==> src/rtl/quadrature_decoder_pkg.sv <==
`default_nettype none
// ============================================================================
// Module      : quadrature_decoder_pkg
// Description : Shared constants and types for the quadrature decoder: Gray
//               state encodings of the filtered {a,b} pair, direction codes
//               and the transition classification type.
// Revision    : 1.0 - initial release
// ============================================================================
package quadrature_decoder_pkg;

    // Gray-coded decoder states, {a,b}. Walking this list forwards is UP.
    localparam logic [1:0] QD_S00 = 2'b00;
    localparam logic [1:0] QD_S01 = 2'b01;
    localparam logic [1:0] QD_S11 = 2'b11;
    localparam logic [1:0] QD_S10 = 2'b10;

    localparam logic DIR_UP = 1'b1;
    localparam logic DIR_DN = 1'b0;

    // Result of comparing the previous and current filtered state.
    typedef enum logic [1:0] {
        TR_NONE    = 2'd0,
        TR_UP      = 2'd1,
        TR_DN      = 2'd2,
        TR_ILLEGAL = 2'd3
    } qd_trans_e;

endpackage
`default_nettype wire

==> src/rtl/quadrature_decoder_input_filter.sv <==
`default_nettype none
// ============================================================================
// Module      : qd_input_filter
// Description : One encoder channel input path: SYNC_STAGES flip-flop
//               synchronizer followed by a glitch filter. dout only moves to a
//               new level after FILT_LEN consecutive identical synchronized
//               samples. valid rises with the first accepted level after reset.
// Ports       : clk   - rising-edge clock
//               reset - asynchronous active-high reset
//               din   - raw asynchronous channel input
//               dout  - filtered level
//               valid - dout holds a real accepted level
// Revision    : 1.0 - initial release
// ============================================================================
module qd_input_filter #(
    parameter int SYNC_STAGES = 2,
    parameter int FILT_LEN    = 3
) (
    input  logic clk,
    input  logic reset,
    input  logic din,
    output logic dout,
    output logic valid
);

    localparam int c_RUN_W = $clog2(FILT_LEN + 1);

    logic [SYNC_STAGES-1:0] r_sync;
    // Tracks which synchronizer stages hold real samples rather than reset
    // values, so the filter never accepts the post-reset zeros as a level.
    logic [SYNC_STAGES-1:0] r_fill;
    logic                   r_last;
    logic [c_RUN_W-1:0]     r_run;
    logic                   r_dout;
    logic                   r_valid;

    logic                   w_sample;
    logic                   w_sample_ok;
    logic [c_RUN_W-1:0]     w_run_next;

    assign w_sample    = r_sync[SYNC_STAGES-1];
    assign w_sample_ok = r_fill[SYNC_STAGES-1];

    // Run length of identical samples, saturating at FILT_LEN. A zero run
    // means no sample has been taken yet, so the first one starts a run.
    always_comb begin
        w_run_next = r_run;
        if (w_sample_ok) begin
            if ((r_run != '0) && (w_sample == r_last)) begin
                if (r_run != c_RUN_W'(FILT_LEN)) begin
                    w_run_next = r_run + c_RUN_W'(1);
                end
            end else begin
                w_run_next = c_RUN_W'(1);
            end
        end
    end

    always_ff @(posedge clk or posedge reset) begin
        if (reset) begin
            r_sync  <= '0;
            r_fill  <= '0;
            r_last  <= 1'b0;
            r_run   <= '0;
            r_dout  <= 1'b0;
            r_valid <= 1'b0;
        end else begin
            r_sync <= {r_sync[SYNC_STAGES-2:0], din};
            r_fill <= {r_fill[SYNC_STAGES-2:0], 1'b1};
            if (w_sample_ok) begin
                r_last <= w_sample;
                r_run  <= w_run_next;
                if (w_run_next == c_RUN_W'(FILT_LEN)) begin
                    r_dout  <= w_sample;
                    r_valid <= 1'b1;
                end
            end
        end
    end

    assign dout  = r_dout;
    assign valid = r_valid;

endmodule
`default_nettype wire

==> src/rtl/quadrature_decoder.sv <==
`default_nettype none
// ============================================================================
// Module      : quadrature_decoder
// Description : Decodes a two-phase quadrature pair into up/down steps and a
//               wrapping position count. Each channel is synchronized and
//               glitch filtered; the filtered {a,b} pair is tracked as a Gray
//               state and every change is classified as up, down or illegal.
// Ports       : clk       - rising-edge clock
//               reset     - asynchronous active-high reset
//               enc_a     - quadrature phase A (asynchronous)
//               enc_b     - quadrature phase B (asynchronous)
//               clear     - synchronous count clear
//               error_clr - synchronous clear of the sticky error flag
//               count     - position count, wraps modulo 2**CNT_W
//               upordown  - direction of last valid step (1 = up)
//               step      - one-cycle pulse per accepted valid step
//               error     - sticky illegal-transition flag
// Revision    : 1.0 - initial release
// ============================================================================
module quadrature_decoder
    import quadrature_decoder_pkg::*;
#(
    parameter int CNT_W       = 4,
    parameter int SYNC_STAGES = 2,
    parameter int FILT_LEN    = 3
) (
    input  logic             clk,
    input  logic             reset,
    input  logic             enc_a,
    input  logic             enc_b,
    input  logic             clear,
    input  logic             error_clr,
    output logic [CNT_W-1:0] count,
    output logic             upordown,
    output logic             step,
    output logic             error
);

    logic             w_a;
    logic             w_b;
    logic             w_a_valid;
    logic             w_b_valid;
    logic [1:0]       w_cur;
    qd_trans_e        w_trans;

    logic [1:0]       r_state;
    logic             r_init;
    logic [CNT_W-1:0] r_count;
    logic             r_dir;
    logic             r_step;
    logic             r_error;

    qd_input_filter #(
        .SYNC_STAGES (SYNC_STAGES),
        .FILT_LEN    (FILT_LEN)
    ) u_filt_a (
        .clk   (clk),
        .reset (reset),
        .din   (enc_a),
        .dout  (w_a),
        .valid (w_a_valid)
    );

    qd_input_filter #(
        .SYNC_STAGES (SYNC_STAGES),
        .FILT_LEN    (FILT_LEN)
    ) u_filt_b (
        .clk   (clk),
        .reset (reset),
        .din   (enc_b),
        .dout  (w_b),
        .valid (w_b_valid)
    );

    assign w_cur = {w_a, w_b};

    // Transition classifier. Nothing is classified until the state register
    // has been loaded from the first filtered sample after reset.
    always_comb begin
        w_trans = TR_NONE;
        if (r_init) begin
            case ({r_state, w_cur})
                {QD_S00, QD_S01},
                {QD_S01, QD_S11},
                {QD_S11, QD_S10},
                {QD_S10, QD_S00}: w_trans = TR_UP;
                {QD_S01, QD_S00},
                {QD_S11, QD_S01},
                {QD_S10, QD_S11},
                {QD_S00, QD_S10}: w_trans = TR_DN;
                {QD_S00, QD_S00},
                {QD_S01, QD_S01},
                {QD_S11, QD_S11},
                {QD_S10, QD_S10}: w_trans = TR_NONE;
                default:          w_trans = TR_ILLEGAL;
            endcase
        end
    end

    always_ff @(posedge clk or posedge reset) begin
        if (reset) begin
            r_state <= QD_S00;
            r_init  <= 1'b0;
            r_count <= '0;
            r_dir   <= DIR_DN;
            r_step  <= 1'b0;
            r_error <= 1'b0;
        end else begin
            r_step <= 1'b0;

            if (!r_init && w_a_valid && w_b_valid) begin
                r_state <= w_cur;
                r_init  <= 1'b1;
            end

            if ((w_trans == TR_UP) || (w_trans == TR_DN)) begin
                r_state <= w_cur;
                r_dir   <= (w_trans == TR_UP) ? DIR_UP : DIR_DN;
                // A coincident clear suppresses the count change and the pulse
                // but direction and state still follow the encoder.
                if (!clear) begin
                    r_step  <= 1'b1;
                    r_count <= (w_trans == TR_UP) ? (r_count + CNT_W'(1))
                                                  : (r_count - CNT_W'(1));
                end
            end else if (w_trans == TR_ILLEGAL) begin
                // Resynchronise to the new value so only one error is raised.
                r_state <= w_cur;
            end

            if (clear) begin
                r_count <= '0;
            end

            if (w_trans == TR_ILLEGAL) begin
                r_error <= 1'b1;
            end else if (error_clr) begin
                r_error <= 1'b0;
            end
        end
    end

    assign count    = r_count;
    assign upordown = r_dir;
    assign step     = r_step;
    assign error    = r_error;

endmodule
`default_nettype wire

==> config.mk <==
export PLATFORM = sky130hd
export DESIGN_NAME = quadrature_decoder
export DESIGN_NICKNAME = d
export VERILOG_FILES = /design/src/rtl/quadrature_decoder_pkg.sv /design/src/rtl/quadrature_decoder_input_filter.sv /design/src/rtl/quadrature_decoder.sv
export SDC_FILE = /design/constraint.sdc
export NUM_CORES = 1
export LEC_CHECK = 0
export ABC_AREA = 0
export BUFFER_PORTS_ARGS = -buffer_cell sky130_fd_sc_hd__buf_2
export CAP_MARGIN = 10
export CORE_UTILIZATION = 53
export CTS_BUF_LIST = sky130_fd_sc_hd__clkbuf_2
export DETAILED_ROUTE_END_ITERATION = 7
export PLACE_DENSITY = 0.76
export REMOVE_ABC_BUFFERS = 1
export SYNTH_ARGS = -nofsm -noshare
export SYNTH_HDL_FRONTEND = slang
export SYNTH_SLANG_ARGS = --single-unit
==> constraint.sdc <==
create_clock -name clk -period 2.8 [get_ports clk]
set_clock_uncertainty 0.2 [all_clocks]
set_input_delay 0.14 -clock clk [delete_from_list [all_inputs] [get_ports clk]]
set_output_delay 0.14 -clock clk [all_outputs]
set_load 0.01 [all_outputs]
==> flow_metrics.env <==
export IMPL_status="completed"
export IMPL_clk_latency_ns=0.32
export IMPL_fp_row_count=16
export IMPL_irDropWorstVdd_v=0.000538
export IMPL_wl_per_cell_um=12.0
export IMPL_synth_top_area_share=0.552
export IMPL_period_minus_slack_ns=2.59
export IMPL_vias=797
export IMPL_pre_cts_ws_ns=0.150
export IMPL_leakage_uw=0.000655
export IMPL_maxCapViolCount=0
export IMPL_initial_core_util=0.583
export IMPL_drtPass1Iterations=4
export IMPL_yosys_warnings=0
export IMPL_detail_route_antenna_nets=0
export IMPL_slew_headroom=0.374
export IMPL_placedInstanceArea_sq_um=1250
export IMPL_gp_congestion=0.837
export IMPL_hold_class="flop to flop"
export IMPL_antenna_found_initial=0
export IMPL_critPathMaxFanout=7
export IMPL_ys_types=29
export IMPL_htreeDepth=1
export IMPL_worstSetupPathType="flop to flop"
export IMPL_via_per_inst=5.14
export IMPL_syn_area_per_cell_sq_um=10.6
export IMPL_path_clk_slew_ns=0.21
export IMPL_syn_area_sq_um=1180
export IMPL_io_pins=13
export IMPL_start_kind="flop"
export IMPL_end_kind="flop"
export IMPL_setup_viol=0
export IMPL_cts_buffers=3
export IMPL_ys_seq_area_frac=0.552
export IMPL_routed_wl_um=1860
export IMPL_final_area_sq_um=1320
export IMPL_die_w_um=49.2
export IMPL_synth_area_leaders="dfrtp_1 55%, ha_1 4.2%, o21ai_0 3.8%, nand2_1 3.8%, nor2_1 3.8%"
export IMPL_fin_setup_tns_ns=0
export IMPL_finalNetCount=141
export IMPL_powerDensity_nw_per_um2=966
export IMPL_fin_crit_sh=0.923
export IMPL_clock_root_buffer="clkbuf_2"
export IMPL_yosys_area_top_type="dfrtp_1"
export IMPL_cts_setup_buffers=0
export IMPL_cts_max_path_buffers=2
export IMPL_yosys_register_bits=26
export IMPL_cts_tree="done"
export IMPL_arrival_ns=2.62
export IMPL_track_usage=0.185
export IMPL_tightest_slew_ns=0.939
export IMPL_grt_pass1_wl_um=3300
export IMPL_n_antenna_cell=0
export IMPL_core_area_sq_um=2020
export IMPL_hold_viol=0
export IMPL_grt_max_degree=27
export IMPL_drc_errors=0
export IMPL_die_y_um=49.2
export IMPL_fin_ws_ns=0.214
export IMPL_numClockSinks=26
export IMPL_rsz0062_at_grt="false"
export IMPL_crit_required_ns=2.84
export IMPL_fmax_ghz=0.387
export IMPL_grt_pass1_vias=795
export IMPL_slew_violations=0
export IMPL_synthesis_instances=111
export IMPL_drive_above_1_share=0.172
export IMPL_fin_util=0.653
export IMPL_dr_first_iter_drc_count=10
export IMPL_numPortBuffers=12
export IMPL_dp_hpwl_um=1420
export IMPL_area_growth_pct=12.1
export IMPL_grt_overflow=0
export IMPL_fp_dieArea_sq_um=2420
-- repair_timing --
| action | in CTS | in global routing |
|---|---|---|
| endpoints found under the hold margin | 34 | 0 |
| setup endpoints to repair | 0 | 1 |
| resized for setup | 0 | 1 |
| hold buffers | 5 | 0 |
-- critical path, stage by stage (launching register included) --
cell	delay [ns]
dfrtp_2	0.49
mux2i_1	0.20
nand2_1	0.06
o21ai_0	0.08
and2_1	0.17
ha_1	0.17
inv_1	0.06
ha_1	0.32
a21oi_2	0.19
a21oi_2	0.07
a31o_1	0.19
mux2_4	0.30
-- through the flow --
step                hold WS (ns)  total power, uW  instances
detailed placement        0.0498             1160        147
global route               0.185             1410        155
floorplan                -0.0286             1010        107
global placement          0.0475             1130        147
CTS                        0.181             1290        155
finish                     0.179             1280        155
-- synth_stat cells --
cell type  instances
a31o_1             1
nor3_1             2
fa_1               1
o21ai_0            9
o21bai_1           2
o211a_1            1
mux2i_1            4
buf_6              1
nand3_1            1
conb_1             1
clkbuf_1           1
xor2_1             4
mux2_2             1
a21oi_2            2
nor2b_1            2
a21o_1             1
a21oi_1            6
nand2b_4           1
a31oi_1            2
mux2_4             1
buf_2              2
nor2_1            12
o211ai_1           1
dfrtp_1           26
and2_1             1
nand2b_1           1
inv_1              8
nand2_1           12
ha_1               4
-- final timing paths --
check,from,to,slack (ns),cells after the start
max,u_filt_a.dout,count[3],0.21,11
min,u_filt_a.r_sync[0],u_filt_a.r_sync[1],0.18,0
max reg2reg,u_filt_a.dout,count[3],0.21,11
min reg2reg,u_filt_a.r_sync[0],u_filt_a.r_sync[1],0.18,0
max in group asynchronous,reset,u_filt_a.dout,1.44,3
min in group asynchronous,reset,count[0],0.34,3
-- cell type report --
class / instances / area, sq um
Clock buffer: 3 / 15.0
Multi-Input combinational cell: 73 / 473
Fill cell: 159 / 701
Tap cell: 27 / 33.8
Timing Repair Buffer: 18 / 118
Sequential cell: 26 / 652
Inverter: 8 / 30.0
-- sequential cells by signal (all words and copies together) (netlist names), 2 cells and up --
name / flops
u_filt_b.r_sync: 2
u_filt_b.r_run: 2
u_filt_a.r_sync: 2
r_state: 2
count: 4
u_filt_a.r_run: 2
-- logic make-up (layout without fill, tap and decap cells) --
| group | after synthesis | after routing | synth area share |
|---|---|---|---|
| compound gates | 25 | 25 | 0.131 |
| simple gates | 32 | 32 | 0.122 |
| buf+inv | 12 | 29 | 0.0467 |
| fa+ha+maj | 5 | 5 | 0.0595 |
| other cells | 1 | 1 | 0.00318 |
| mux | 6 | 6 | 0.0563 |
| xor+xnor | 4 | 4 | 0.0297 |
| flops | 26 | 26 | 0.552 |
-- layer usage --
layer,vias to the layer above,track usage,share of wire
met5,-,0,0
met4,0,0.0882,0.018
met3,4,0.0374,0.020
met2,10,0.317,0.50
met1,385,0.221,0.46
li1,398,-,-
-- layout by cell type (no fill, tap or decap), types with 2 or more instances in the layout --
master         count
a21oi_1            6
a21oi_2            2
a31oi_1            2
buf_2             12
clkbuf_2           3
dfrtp_1           25
dlygate4sd3_1      5
ha_1               4
inv_1              8
mux2i_1            4
nand2_1           12
nor2_1            12
nor2b_1            2
nor3_1             2
o21ai_0            9
o21bai_1           2
xor2_1             4
-- report_power, final --
group          switching, uW  internal [uW]
registers               70.8            454
logic                    323            303
clock network           96.5           29.2
total                    490            787
No activity file was read; power rests on OpenSTA's default activity.
